===== config.mk =====
export PLATFORM = sky130hd
export DESIGN_NAME = fetch_unit
export DESIGN_NICKNAME = d
export VERILOG_FILES = /design/src/rtl/fetch_unit.sv
export SDC_FILE = /design/constraint.sdc
export NUM_CORES = 1
export LEC_CHECK = 0
export ABC_AREA = 1
export BUFFER_PORTS_ARGS = -buffer_cell sky130_fd_sc_hd__buf_2
export CORE_ASPECT_RATIO = 0.9
export CORE_UTILIZATION = 50
export CTS_CLUSTER_DIAMETER = 60
export CTS_CLUSTER_SIZE = 30
export DETAILED_ROUTE_END_ITERATION = 10
export GPL_TIMING_DRIVEN = 0
export PLACE_DENSITY = 0.84
export SLEW_MARGIN = 0
export SYNTH_ARGS = -nofsm -noshare
export SYNTH_HDL_FRONTEND = slang
export SYNTH_SLANG_ARGS = --single-unit
export TNS_END_PERCENT = 50

===== constraint.sdc =====
create_clock -name clk -period 1.9 [get_ports clk]
set_clock_uncertainty 0.2 [all_clocks]
set_input_delay 0.19 -clock clk [delete_from_list [all_inputs] [get_ports clk]]
set_output_delay 0.19 -clock clk [all_outputs]
set_load 0.02 [all_outputs]

===== src/rtl/fetch_unit.sv =====
// rtl/fetch_unit.sv - instruction fetch unit with one- and two-word formats and branch redirect
// A long-format opcode (bit 15 set) pulls a second word as its immediate before the instruction is held.
module fetch_unit #(
  parameter logic [15:0] RESET_PC = 16'h0000
) (
  input  logic        clk,
  input  logic        rst,
  output logic        mem_req,
  output logic [15:0] mem_addr,
  input  logic        mem_ack,
  input  logic [15:0] mem_rdata,
  output logic [15:0] ir,
  output logic [15:0] imm,
  output logic [15:0] pc_out,
  output logic        ir_valid,
  input  logic        ir_ready,
  input  logic        br_en,
  input  logic [15:0] br_target
);

  typedef enum logic [1:0] {START, FETCH_OP, FETCH_IMM, HOLD} state_t;

  state_t      state, state_nx;
  logic [15:0] fpc, fpc_nx;
  logic [15:0] ir_nx, imm_nx, pc_nx;

  always_ff @(posedge clk or negedge rst) begin
    if (!rst) begin
      state  <= START;
      fpc    <= RESET_PC;
      ir     <= 16'h0000;
      imm    <= 16'h0000;
      pc_out <= 16'h0000;
    end else begin
      state  <= state_nx;
      fpc    <= fpc_nx;
      ir     <= ir_nx;
      imm    <= imm_nx;
      pc_out <= pc_nx;
    end
  end

  always_comb begin
    state_nx = state;
    fpc_nx   = fpc;
    ir_nx    = ir;
    imm_nx   = imm;
    pc_nx    = pc_out;
    mem_req  = 1'b0;
    ir_valid = 1'b0;
    mem_addr = fpc;
    case (state)
      START: state_nx = FETCH_OP;
      FETCH_OP: begin
        mem_req = 1'b1;
        if (mem_ack) begin
          ir_nx  = mem_rdata;
          pc_nx  = fpc;
          fpc_nx = fpc + 16'h0001;
          if (mem_rdata[15]) begin
            state_nx = FETCH_IMM;
          end else begin
            imm_nx   = 16'h0000;
            state_nx = HOLD;
          end
        end
      end
      FETCH_IMM: begin
        mem_req = 1'b1;
        if (mem_ack) begin
          imm_nx   = mem_rdata;
          fpc_nx   = fpc + 16'h0001;
          state_nx = HOLD;
        end
      end
      HOLD: begin
        ir_valid = 1'b1;
        if (ir_ready) state_nx = FETCH_OP;
      end
      default: state_nx = START;
    endcase
    // A redirect discards whatever this cycle would have captured.
    if (br_en) begin
      state_nx = FETCH_OP;
      fpc_nx   = br_target;
      ir_nx    = ir;
      imm_nx   = imm;
      pc_nx    = pc_out;
    end
  end

endmodule


## Word level (Yosys, flattened, before mapping)

Cells that the tools add are included.
Widths: inputs -> output; s select.

| word-level totals | value |
|---|---|
| register bits after elaboration | 66 |
| input bits | 37 |
| output and inout port bits | 66 |
| word-level logic and storage cells | 40 |

| operators by class | value |
|---|---|
| add/subtract/negate cells | 1 |
| equal/unequal tests | 9 |
| muxes and demuxes | 15 |
| bitwise logic cells | 1 |
| reduce and logical (&&, ||, !) cells | 9 |

Operator list:

| cell | count |
|---|---|
| $mux 16 | 6 |
| $pmux 16 s2 | 1 |
| $add 16x1->16 const B | 1 |
| $ne 3x3->1 const B | 3 |
| $mux 2 | 4 |
| $pmux 2 s4 | 1 |
| $ne 2x2->1 const B | 3 |
| $reduce_and 3->1 | 2 |
| $reduce_bool 2->1 | 3 |
| $reduce_and 5->1 | 1 |
| $eq 2x2->1 const B | 2 |
| $mux 1 | 3 |
| $eq 2x1->1 const B | 1 |
| $logic_not 2->1 | 1 |
| $reduce_and 2->1 | 1 |
| $reduce_or 2->1 | 1 |
| $not 1->1 | 1 |

## Depth between registers and ports, before layout

Gate-level depths: netlist of run 1.

| logic depth | value |
|---|---|
| word-level depth | 4 |
| gate-level depth with buffers | 10 |
| mapped depth without buffers | 10 |

## Least setup slack after synthesis of run 1

OpenSTA, ideal clock, no wires.

| path | value |
|---|---|
| path kind | reg2reg |
| start point | register state[0] |
| end point | register fpc[5] (netlist: mem_addr[5]) |
| arrival time | 1.482 ns |
| required time | 1.577 ns |
| setup slack | 0.095 ns |
| stages on the path, launching flop included | 10 |
| path buffers | 1 |
| period minus slack after synthesis | 1.805 ns |
| path through | dfrtp_1 inv_1 ha_1 inv_1 nand2_1 nand2_2 buf_4 nand3_1 o22ai_1 a21oi_1 |

| between the ends | value |
|---|---|
| cells in the longest elaborated chain, start to end | 4 |

RTL lines:

| item | line | RTL |
|---|---|---|
| start, declared | 23 | `state_t state, state_nx;` |
| start signal, assigned | 35 | `state <= state_nx;` |
| $eq 2x2->1 / $eq 2x1->1 (equally long branches) | 52 | `case (state)` |
| $reduce_or 2->1 (no source line) (*) | -- |  |
| $reduce_bool 2->1 (no source line) (*) | -- |  |
| $reduce_and 2->1 (no source line) (*) | -- |  |
| end signal, assigned | 36 | `fpc <= fpc_nx;` |
| end, declared | 24 | `logic [15:0] fpc, fpc_nx;` |

Every way passes the cells marked *; elsewhere a longest branch is shown, timed or not.
A chain may end at the register's enable or synchronous reset.

## Final worst setup path of run 1

Same ends and word-level chain as after synthesis.

==> impl_metrics.ini, run 1 <==
[outcome]
status = completed

[timing]
finalSetupViolCount = 0
holdWs_ns = 0.0186
min_period_ns = 1.82
tightest_slew_ns = 0.843
clock.fmax_mhz = 548
fin_setup_tns_ns = 0
fin_crit_sh_pct = 96.0
hold_viol = 0
maxSlewHeadroom_pct = 43.8
drv_slew = 0

[clock_tree]
clk_latency_ns = 0.34
cts_tree = yes
cts_root_buf = clkbuf_8
clkTransAtPathRegs_ns = 0.07
cts_max_path_buffers = 2
htreeDepth = 3
cts_buffers = 9
cts_sinks = 66

[place]
dp_cells = 544
gp_congestion = 0.920
place.port_buffers = 102
dp_hpwl_um = 6010

[global_route]
antenna_found_initial = 0
grt_pass1_wl_um = 14000
track_usage_pct = 27.9
grt_overflow_total = 0
grt_max_degree = 67
grt_pass1_vias = 3072

[routing]
drc_errors = 0
wl_met2_um = 4170
postRouteAntennaNets = 0
wl_per_cell_um = 14.9
drt_wl_total_um = 8780
num_vias = 3170
via_per_inst = 5.39
top_layer_used = met4
met3_length_um = 753
first_pass_iters = 5
drt_iter0_drc = 227
wl_met1_um = 3510

[worst_setup_path]
cp-end-kind = flip-flop
arrival_ns = 1.85
reg2reg_to = mem_addr[5]
r2r-start = state[0]
cp_max_fo = 10
crit_path_start_kind = flip-flop
reg2reg_depth = 9
cp.required_ns = 1.92
crit_type = flip-flop to flip-flop
r2r_slack_ns = 0.08

[job]
drv_cap = 0

[die]
fp.dieH_um = 76.8
die_w_um = 85.1
start_util_pct = 53.4
io_pins = 103
core-area_um2 = 5820
row_count = 26
dieArea_um2 = 6540

[yosys]
yosys_most_used_dff = dfrtp_1
synth_nets = 413
synth_common_cells = 91 x nand2_1, 66 x dfrtp_1, 55 x o21ai_0
synth_most_common_cell = nand2_1
synth.avg_cell_area_um2 = 8.36
synth_top_area_share_pct = 53.1
syn_area_um2 = 3110
yosys_warnings = 0
synth_cell_types = 29
seq_area_frac_synth_pct = 53.1
synthArstFlopShare_pct = 100
ys_ff_latch = 66
netlist_instances = 372
synth_edf_count = 0
yosys.area.top_type = dfrtp_1
synthTopCellsByArea = dfrtp_1 53%, nand2_1 11%, o21ai_0 8.9%

[layout]
area_delta_synth_final_pct = 35.5
drive_above_1_share_pct = 29.5
instances_no_fill = 588
antenna_cells = 0
finalNetCount = 555

[pwr]
peakVddDrop_mv = 0.636
p_total_mw = 6.17
power_density_nw_per_um2 = 1460
power_leakage_nw = 2.28

[worst_hold_path]
whs_endpoint = mem_addr[2]
holdPathStages = 3
min-delay-start = br_target[2]
hold_path_class = input port to flip-flop
==> how the worst max path moves through the flow <==
stage / start / end / slack [ns] / cells after the start
floorplan: state[0] / mem_addr[5] / 0.1 / 9
global placement: state[0] / mem_addr[5] / 0.06 / 9
detailed placement: state[0] / mem_addr[6] / -0.04 / 9
CTS: state[0] / mem_addr[6] / 0.01 / 9
global route: state[1] / imm[5] / -0.04 / 7
finish: state[0] / mem_addr[5] / 0.08 / 9
==> logic make-up after synthesis <==
kind of cell / Yosys count / share of synthesized area (%)
AOI/OAI and AO/OA: 87 / 14.6
adders and majority gates: 4 / 1.61
buffers and inverters: 59 / 8.53
DFF: 66 / 53.1
muxes: 3 / 1.33
and+or+nand+nor: 153 / 20.8
==> per-layer routing <==
| layer | global-route usage, % | vias up |
|---|---|---|
| li1 | - | 1494 |
| met1 | 35.6 | 1434 |
| met2 | 44.9 | 197 |
| met3 | 4.52 | 45 |
| met4 | 16.3 | 0 |
| met5 | 0 | - |
==> through the flow <==
stage                     setup slack, ns  util, %  instance area, µm²
after global routing              -0.0379     72.3                4210
after global placement             0.0569     63.7                3710
after CTS                          0.0129     71.6                4170
after floorplan                    0.0954        -                3110
final                              0.0757     72.3                4210
after detailed placement          -0.0398     63.7                3710
==> power breakdown <==
part | switching, mW | internal, mW | leakage (nW)
clock network | 0.543 | 0.497 | 0.0879
registers | 0.384 | 1.93 | 0.823
logic | 1.88 | 0.934 | 1.37
==> cell usage in the layout, fill, tap and decap left out, types with 3 or more instances in the layout <==
master	instances
dfrtp_1	66
clkbuf_2	3
buf_6	4
clkinv_2	3
nand4_1	5
a31oi_1	4
dlygate4sd3_1	29
nor2_1	29
nand3_1	16
o22ai_1	3
o21ai_0	54
inv_1	40
inv_2	3
nand2_1	89
buf_4	3
clkbuf_1	3
clkbuf_8	10
nor2_2	5
buf_2	101
clkbuf_4	3
ha_1	4
a21oi_1	5
o21ai_1	16
nand2_2	3
==> final cells by class <==
class,count,area [µm²]
multi-input combinational,247,1220
buffer,15,109
clock buffer,10,138
fill,431,1610
inverter,44,168
tap,70,87.6
sequential,66,1650
timing repair buffer,131,803
clock inverter,5,31.3
==> what timing repair did <==
| action | CTS | global route |
|---|---|---|
| endpoints found under the hold margin | 110 | 0 |
| resized for setup | 1 | 17 |
| endpoints found under the setup margin | 1 | 20 |
| hold buffers | 29 | 0 |
| setup buffers | 0 | 0 |
==> critical path, stage by stage, from the launching register on <==
cell,delay (ns)
dfrtp_1,0.38
inv_1,0.09
ha_1,0.32
inv_2,0.10
nand2_4,0.07
nand2_2,0.09
buf_4,0.17
nand3_1,0.08
o22ai_1,0.17
a21oi_1,0.06
==> registers in the layout (all words and copies together) (netlist names) <==
name	flops
pc_out	16
mem_addr	16
state	2
imm	16
ir	16
Power figures use the tool's default switching activity.
==> run 2: changes to the inputs <==
--- a/config.mk
+++ b/config.mk
@@ -7,12 +7,13 @@
 export LEC_CHECK = 0
 export ABC_AREA = 1
 export BUFFER_PORTS_ARGS = -buffer_cell sky130_fd_sc_hd__buf_2
-export CORE_ASPECT_RATIO = 0.9
+export CORE_ASPECT_RATIO = 0.8
 export CORE_UTILIZATION = 50
 export CTS_CLUSTER_DIAMETER = 60
 export CTS_CLUSTER_SIZE = 30
 export DETAILED_ROUTE_END_ITERATION = 10
 export GPL_TIMING_DRIVEN = 0
+export HOLD_SLACK_MARGIN = 0.08
 export PLACE_DENSITY = 0.84
 export SLEW_MARGIN = 0
 export SYNTH_ARGS = -nofsm -noshare
==> run 2 against run 1 <==
Wire length decreased by 2.7%. Via count down 1.6%. Critical endpoint is now imm[12]. Clock power up 37%. Total power rose by 6.0%. Worst hold slack gained 0.089 ns. Sequential cell count unchanged. Highest routed layer unchanged. Critical path type unchanged. Clock-buffer cell count stayed put. First-iteration DRC count increased by 4.4%. Register-to-register slack worse by 0.04 ns. Cell count grew 3.2%.
==> impl_metrics.ini, run 2 (synthesized netlist as in run 1, its figures left out) <==
[timing]
finalSetupViolCount = 0
drv_slew = 0
fin_crit_sh_pct = 98.4
clock.fmax_mhz = 535
min_period_ns = 1.87
tightest_slew_ns = 0.817
hold_viol = 0
rsz0062_at_grt = true
maxSlewHeadroom_pct = 45.6
fin_setup_tns_ns = 0

[worst_setup_path]
cp_top_family = flip-flops
cp-end-kind = flip-flop
crit_path_max_incr_delay_ns = 0.40
crit_slowest_cell = dfrtp_1
cp_num_buf_inv = 2
cp_cell_sequence = inv_1 -> ha_1 -> nand2_1 -> nand2_1 -> buf_2 -> o21ai_0 -> o21ai_1
arrival_ns = 1.88
cp_common_cell = nand2_1
crit_type = flip-flop to flip-flop
cp.required_ns = 1.91
cp_max_fo = 10
crit_path_start_kind = flip-flop

[layout]
finalNetCount = 562
fillers = 463
area_delta_synth_final_pct = 39.6
layout_common_cells = 103 x buf_2, 90 x nand2_1, 66 x dfrtp_1, 55 x o21ai_0, 40 x inv_1
instances_no_fill = 607
final_common_cell = buf_2
drive_above_1_share_pct = 28.3
antenna_cells = 0

[clock_tree]
htreeDepth = 3
cts_max_path_buffers = 2
cts_root_buf = clkbuf_8
cts_buffers = 9
clk_latency_ns = 0.34
clkTransAtPathRegs_ns = 0.07
cts_sinks = 66
cts_tree = yes

[die]
dieArea_um2 = 6540
core-area_um2 = 5940
io_pins = 103
die_w_um = 90.2
start_util_pct = 52.3
row_count = 25
fp.dieH_um = 72.5

[routing]
drt_iter0_drc = 237
num_vias = 3120
postRouteAntennaNets = 0
via_per_inst = 5.14
wl_per_cell_um = 14.1
drt_wl_total_um = 8540
first_pass_iters = 4
drc_errors = 0

[global_route]
track_usage_pct = 27.6
grt_overflow_total = 0
antenna_found_initial = 0
grt_max_degree = 67
grt_pass1_wl_um = 13800
grt_pass1_vias = 2984

[worst_hold_path]
hold_path_class = input port to flip-flop

[outcome]
status = completed

[pwr]
power_leakage_nw = 2.32
power_density_nw_per_um2 = 1510
seqPwrFrac_pct = 35.3
combinationalPowerShare_pct = 43.0
power_frac_clock_pct = 21.7
p_int_mw = 3.75
p_total_mw = 6.54
p_sw_share_pct = 42.7
power_switching_mw = 2.79
peakVddDrop_mv = 0.852

[place]
dp_cells = 555
place.port_buffers = 102
gp_congestion = 0.911
dp_hpwl_um = 5810

[job]
drv_cap = 0
==> run 2: power groups by stage <==
stage / clock network, mW / registers [mW] / logic (mW)
final: 1.42 / 2.31 / 2.81
after floorplan: 0 / 2.91 / 1.10
after detailed placement: 0 / 2.32 / 2.68
after global placement: 0 / 2.30 / 2.60
after global routing: 1.50 / 2.37 / 3.07
after CTS: 1.45 / 2.30 / 2.75
==> run 2: layout make-up <==
class                           instances  area [µm²]  share of cell area [%]
Timing Repair Buffer                  138         871                    20.1
Buffer                                 15         103                    2.36
Clock buffer                           10         128                    2.94
Multi-Input combinational cell        247        1200                    27.7
Tap cell                               81         101                    2.33
Sequential cell                        66        1650                    38.1
Clock inverter                          6         115                    2.65
Inverter                               44         168                    3.86
==> run 2: routing by layer <==
layer	up-vias	routed length, µm	global-route usage [%]
li1	1504	-	-
met1	1453	3620	34.7
met2	152	4130	47.4
met3	11	702	6.92
met4	0	84	8.96
met5	-	0	0
==> run 2: timing repair <==
item / 4_1_cts / 5_1_grt
resized for setup: 1 / 7
hold buffers: 35 / 0
buffers inserted: 0 / 1
endpoints found under the hold margin: 115 / 0
endpoints found under the setup margin: 2 / 14
==> run 2: per-stage QoR <==
stage / setup slack, ns / util (%) / instance area (µm²) / hold slack, ns
final: 0.0310 / 73.0 / 4340 / 0.108
after global routing: -0.0232 / 73.0 / 4340 / 0.123
after CTS: 0.00945 / 72.7 / 4320 / 0.0955
after detailed placement: -0.0549 / 62.7 / 3720 / 0.140
after global placement: 0.0767 / 62.6 / 3720 / 0.253
after floorplan: 0.0954 / - / 3110 / -0.306
==> run 2: path summary, 6_finish.rpt <==
| check | startpoint | end | slack, ns | depth (start not counted) |
|---|---|---|---|---|
| min reg2reg | ir[14] | ir[14] | 0.28 | 2 |
| max | state[1] | imm[12] | 0.03 | 7 |
| min | mem_ack | mem_addr[2] | 0.11 | 4 |
| max reg2reg | state[1] | imm[12] | 0.03 | 7 |
| max in group asynchronous | rst | mem_addr[3] | 0.68 | 2 |
| min in group asynchronous | rst | imm[7] | 0.29 | 2 |
==> run 2: worst reg2reg max path, cell delays in order (launching register included) <==
cell	delay, ns
dfrtp_1	0.40
inv_1	0.06
ha_1	0.25
nand2_1	0.11
nand2_1	0.15
buf_2	0.23
o21ai_0	0.23
o21ai_1	0.12
